==> src/rtl/matrix_addr_gen_pkg.sv <==
// Shared types and default sizing for the matrix address generator.
// Included by every file of the block via import matrix_addr_gen_pkg::*.
package matrix_addr_gen_pkg;

    localparam int DEF_LANES     = 32;
    localparam int DEF_ADDR_W    = 14;
    localparam int DEF_BEATS     = 512;
    localparam int DEF_DRAIN_CYC = 2;

    typedef enum logic [1:0] {
        ST_IDLE  = 2'd0,
        ST_RUN   = 2'd1,
        ST_DRAIN = 2'd2,
        ST_DONE  = 2'd3
    } mag_state_e;

    // A run is in flight while beats are issued or the pipeline is flushing.
    function automatic logic state_is_busy(input mag_state_e s);
        return (s == ST_RUN) || (s == ST_DRAIN);
    endfunction

    function automatic logic state_accepts_start(input mag_state_e s);
        return (s == ST_IDLE) || (s == ST_DONE);
    endfunction

endpackage

==> src/rtl/mag_lane_ctr.sv <==
// Single-lane address register: resets to its lane index, loads base+index,
// and advances by a fixed stride. Updates on the falling clock edge.
module mag_lane_ctr
    import matrix_addr_gen_pkg::*;
#(
    parameter int ADDR_W   = DEF_ADDR_W,
    parameter int LANE_IDX = 0,
    parameter int STEP     = DEF_LANES
) (
    input  logic              clk,
    input  logic              reset,
    input  logic              load,
    input  logic              step,
    input  logic [ADDR_W-1:0] base,
    output logic [ADDR_W-1:0] addr
);

    // Truncation to ADDR_W bits gives the modulo-2^ADDR_W wrap for free.
    localparam logic [ADDR_W-1:0] IDX_VAL  = ADDR_W'(LANE_IDX);
    localparam logic [ADDR_W-1:0] STEP_VAL = ADDR_W'(STEP);

    always_ff @(negedge clk or negedge reset) begin
        if (!reset) begin
            addr <= IDX_VAL;
        end else if (load) begin
            addr <= base + IDX_VAL;
        end else if (step) begin
            addr <= addr + STEP_VAL;
        end
    end

endmodule

==> src/rtl/matrix_addr_gen.sv <==
// Matrix address generator: LANES parallel address lanes issued as BEATS
// beats per run, then DRAIN_CYC flush edges before done. Falling-edge clocked.
// Optional base input enabled by defining MATRIX_ADDR_GEN_BASE_IN_EN.
module matrix_addr_gen
    import matrix_addr_gen_pkg::*;
#(
    parameter int LANES     = DEF_LANES,
    parameter int ADDR_W    = DEF_ADDR_W,
    parameter int BEATS     = DEF_BEATS,
    parameter int DRAIN_CYC = DEF_DRAIN_CYC
) (
    input  logic                         clk,
    input  logic                         reset,
    input  logic                         start,
    input  logic                         ready,
`ifdef MATRIX_ADDR_GEN_BASE_IN_EN
    input  logic [ADDR_W-1:0]            base_addr,
`endif
    output logic [LANES*ADDR_W-1:0]      addr,
    output logic                         valid,
    output logic [$clog2(BEATS+1)-1:0]   beat_cnt,
    output logic                         busy,
    output logic                         done_n,
    output mag_state_e                   state_dbg
);

    localparam int CNT_W   = $clog2(BEATS + 1);
    localparam int DRAIN_W = (DRAIN_CYC > 1) ? $clog2(DRAIN_CYC) : 1;

    localparam logic [CNT_W-1:0]   BEAT_LAST  = CNT_W'(BEATS - 1);
    localparam logic [CNT_W-1:0]   CNT_ONE    = CNT_W'(1);
    localparam logic [DRAIN_W-1:0] DRAIN_LAST = DRAIN_W'((DRAIN_CYC > 0) ? DRAIN_CYC - 1 : 0);
    localparam logic [DRAIN_W-1:0] DRAIN_ONE  = DRAIN_W'(1);

    mag_state_e          state_q;
    mag_state_e          state_d;
    logic [CNT_W-1:0]    beat_cnt_q;
    logic [DRAIN_W-1:0]  drain_cnt_q;
    logic                load;
    logic                step;
    logic [ADDR_W-1:0]   base;

`ifdef MATRIX_ADDR_GEN_BASE_IN_EN
    assign base = base_addr;
`else
    assign base = '0;
`endif

    // Handshake: a beat transfers on the falling edge where valid && ready are
    // both high; valid never drops while a beat is pending, and addr/beat_cnt
    // are frozen while valid && !ready.
    always_comb begin
        state_d = state_q;
        load    = 1'b0;
        step    = 1'b0;
        unique case (state_q)
            ST_IDLE, ST_DONE: begin
                if (start) begin
                    load    = 1'b1;
                    state_d = ST_RUN;
                end
            end
            ST_RUN: begin
                if (ready) begin
                    step = 1'b1;
                    if (beat_cnt_q == BEAT_LAST) begin
                        state_d = (DRAIN_CYC == 0) ? ST_DONE : ST_DRAIN;
                    end
                end
            end
            ST_DRAIN: begin
                if (drain_cnt_q == DRAIN_LAST) begin
                    state_d = ST_DONE;
                end
            end
            default: begin
                state_d = ST_IDLE;
            end
        endcase
    end

    always_ff @(negedge clk or negedge reset) begin
        if (!reset) begin
            state_q <= ST_IDLE;
        end else begin
            state_q <= state_d;
        end
    end

    always_ff @(negedge clk or negedge reset) begin
        if (!reset) begin
            beat_cnt_q <= '0;
        end else if (load) begin
            beat_cnt_q <= '0;
        end else if (step) begin
            beat_cnt_q <= beat_cnt_q + CNT_ONE;
        end
    end

    // Counts edges spent in DRAIN; held at zero everywhere else so each
    // entry into DRAIN starts a fresh count.
    always_ff @(negedge clk or negedge reset) begin
        if (!reset) begin
            drain_cnt_q <= '0;
        end else if (state_q != ST_DRAIN) begin
            drain_cnt_q <= '0;
        end else begin
            drain_cnt_q <= drain_cnt_q + DRAIN_ONE;
        end
    end

    for (genvar k = 0; k < LANES; k++) begin : g_lane
        mag_lane_ctr #(
            .ADDR_W   (ADDR_W),
            .LANE_IDX (k),
            .STEP     (LANES)
        ) u_lane (
            .clk   (clk),
            .reset (reset),
            .load  (load),
            .step  (step),
            .base  (base),
            .addr  (addr[k*ADDR_W +: ADDR_W])
        );
    end

    assign valid     = (state_q == ST_RUN);
    assign busy      = state_is_busy(state_q);
    assign done_n    = (state_q != ST_DONE);
    assign beat_cnt  = beat_cnt_q;
    assign state_dbg = state_q;

endmodule

==> config.mk <==
export PLATFORM = sky130hd
export DESIGN_NAME = matrix_addr_gen
export DESIGN_NICKNAME = d
export VERILOG_FILES = /design/src/rtl/matrix_addr_gen_pkg.sv /design/src/rtl/mag_lane_ctr.sv /design/src/rtl/matrix_addr_gen.sv
export SDC_FILE = /design/constraint.sdc
export NUM_CORES = 1
export LEC_CHECK = 0
export BUFFER_PORTS_ARGS = -buffer_cell sky130_fd_sc_hd__buf_2
export CAP_MARGIN = 20
export CORE_AREA = 2 2 181 183
export CTS_BUF_LIST = sky130_fd_sc_hd__clkbuf_16
export CTS_CLUSTER_DIAMETER = 60
export DETAILED_ROUTE_END_ITERATION = 10
export DIE_AREA = 0 0 183 185
export PLACE_DENSITY = 0.74
export SLEW_MARGIN = 20
export SYNTH_ARGS = -nofsm -noshare
export SYNTH_HDL_FRONTEND = slang
export SYNTH_SLANG_ARGS = --single-unit
==> constraint.sdc <==
create_clock -name clk -period 2.55 [get_ports clk]
set_input_delay 0.3825 -clock clk [delete_from_list [all_inputs] [get_ports clk]]
set_output_delay 0.3825 -clock clk [all_outputs]
set_load 0.05 [all_outputs]
==> impl_metrics.csv <==
group,metric,value,unit
run_status,status,"complete, but fails checks",
run_status,violations,"setup timing",
cells_and_area,area_growth,60.1,%
grt,grt_max_degree,78,
power,power_density,1290,mW/mm2
place,place_inst,2470,
power,leakage,12.3,nW
place,dpl.hpwl,29600,um
synthesis,yosys_warnings,0,
clock_network,numCtsBuffers,36,
place,placed_cell_area,0.0189,mm2
timing,hold_ws,526,ps
flow_run,maxCapViolations,0,
place,io_buffers,386,
die,initial_core_util,48.0,%
grt,antenna_found_initial,0,
cells_and_area,utilization,76.9,%
worst_setup_path,critPathRequiredTime,2170,ps
cells_and_area,drive_gt1_share,41.9,%
clock_network,htreeDepth,2,
timing,clock_skew,47.9,ps
die,die_width,183,um
synthesis,yosys-top-cells-area,"dfrtn_1 49%, xor2_1 7.9%, buf_4 7.9%",
worst_setup_path,r2r_start,"state_dbg[0]$_DFFE_NN0P_",
detailed_routing,vias,15500,
grt,grt_pass1_wl,79400,um
detailed_routing,routed_via_density,5.41,
synthesis,synth_edf_count,0,
detailed_routing,wire_per_inst,19.8,um
timing,drv_slew,0,
worst_hold_path,hold_path.startpoint,"drain_cnt_q$_DFF_NN0_",
place,gp_congestion,0.889,
synthesis,synth_top_area_share,49.0,%
worst_setup_path,critPathLaunchType,"flop",
worst_setup_path,r2r_cells,10,
clock_network,clkTransAtPathRegs,40,ps
timing,grt_setup_unrepaired,"yes",
synthesis,avgSynthCellArea,9.60,um2
worst_hold_path,hold_end,"drain_cnt_q$_DFF_NN0_",
grt,overflow,0,
die,num_io_pins,467,
detailed_routing,first_pass_iters,5,
worst_setup_path,cp-end-kind,"primary output",
grt,grt_pass1_vias,14900,
worst_setup_path,arrival,2960,ps
cells_and_area,nNetsFinal,2460,
synthesis,yosys.area.top_type,"dfrtn_1",
clock_network,numClockSinks,302,
clock_network,cts_buffer_depth,3,
timing,final_hold_viol_count,0,
die,die-area,0.0339,mm2
worst_hold_path,hold_path_class,"reg2reg",
synthesis,synthTopCellsByCount,"301 x dfrtn_1, 240 x nor2_1, 169 x nand2_1",
detailed_routing,postRouteAntennaNets,0,
cells_and_area,antennaDiodeCount,0,
clock_network,clockRootBuffer,"clkbuf_16",
worst_setup_path,reg2reg_slack,-40,ps
synthesis,netlist_area,0.0154,mm2
die,core-area,0.0320,mm2
power,vdd_drop_max,1170,uV
worst_setup_path,crit_fanout,40,
worst_setup_path,timing.rr.end,"g_lane[18].u_lane.addr[9]$_DFFE_NN0P_",
worst_setup_path,path_class,"reg2out",
die,die_y,185,um
timing,worst_slack,-791,ps
synthesis,ys_types,39,
worst_hold_path,holdPathStages,1,
detailed_routing,route.detailed.drc,0,
detailed_routing,dr.first_iter.drc_count,1363,
clock_network,clkLatencyLatePin,570,ps
clock_network,hold_buffers,0,
cells_and_area,fin_area,0.0246,mm2
synthesis,synth.most_common_cell,"dfrtn_1",
cells_and_area,fin_cells,2854,
synthesis,syn-instance-count,1602,
grt,grt_usage,29.4,%
die,fp-row-count,66,
synthesis,synthArstFlopShare,100,%
synthesis,ys.flop_type,"dfrtn_1",
cells_and_area,fillers,1751,
detailed_routing,finalWirelength,56400,um
synthesis,ys_seq_area_share,49.1,%
clock_network,cts_tree,"built",
timing,setup_viol,385,
synthesis,synth-seq-cells,302,
[critical path: stages, from the launching register on]
cell and delay (ps):
dfstp_4 660, buf_16 210, buf_4 230
[how the worst max path moves through the flow]
stage / startpoint / cells past startpoint / endpoint / slack, ps
after global placement: ready / 7 / g_lane[1].u_lane.addr[13]$_DFFE_NN0P_ / -510
after detailed placement: ready / 6 / g_lane[10].u_lane.addr[12]$_DFFE_NN0P_ / -540
final: g_lane[29].u_lane.addr[3]$_DFFE_NN1P_ / 2 / addr[212] / -790
after CTS: g_lane[29].u_lane.addr[3]$_DFFE_NN1P_ / 2 / addr[438] / -830
after global routing: g_lane[29].u_lane.addr[3]$_DFFE_NN1P_ / 2 / addr[340] / -870
after floorplan: state_dbg[0]$_DFFE_NN0P_ / 3 / busy / -490
[cell usage in the layout (no fill, tap or decap), drive strengths merged, types with 16 or more instances in the layout]
master,count
xor2,139
ha,37
xnor2,99
nor2,240
nand2,169
dfrtn,301
nand3,37
and3,30
or3,25
nor4,18
and4,16
nand4,87
clkbuf,37
buf,925
inv,32
conb,80
a21oi,60
nor3,41
o21ai,26
clkinv,17
[routing by layer]
metal / wire [um] / track usage [%] / vias to the layer above
li1: - / - / 6721
met1: 20100 / 34.7 / 7493
met2: 28500 / 51.5 / 984
met3: 4780 / 6.43 / 253
met4: 2970 / 13.3 / 0
met5: 0 / 0 / -
[final cells by class]
cell class,instances,area (um2),area share (%)
Sequential cell,302,7560,30.7
Inverter,27,105,0.427
Multi-Input combinational cell,1126,6800,27.6
Clock inverter,29,214,0.869
Tap cell,408,510,2.07
Timing Repair Buffer,925,8510,34.5
Clock buffer,37,926,3.76
[flip-flops by register name, indices dropped and copies added, names as in the netlist]
name,cells
beat_cnt,10
g_lane.u_lane.addr,289
drain_cnt_q,1
state_dbg,2
[kinds of logic after synthesis]
family,share of synthesized area (%)
xor gates and xnor gates,13.6
buffers and inverters,10.3
DFF,49.1
and+or+nand+nor,20.8
AOI/OAI and AO/OA,3.21
adders and majority gates,3.01
other,0.0244
[what timing repair did]
item / in CTS / in global routing
endpoints found under the setup margin: 383 / 459
gates resized for setup: 633 / 151
setup buffers: 191 / 128
cloned: 1 / 0
pin swaps: 0 / 4
[metrics by stage]
step                worst slack, ps  setup TNS (ps)  total power [mW]
floorplan                      -492          -39930              17.0
global placement               -513         -127430              21.4
detailed placement             -542         -133770              21.7
CTS                            -834         -143110              30.2
global route                   -869         -152520              33.1
finish                         -791         -138650              31.8
[where the power goes]
group,switching [mW],internal (mW),leakage (nW)
registers,1.49,6.53,3.86
logic,11.3,7.47,7.87
clock network,2.17,2.87,0.559
Power figures use the tool's default switching activity.
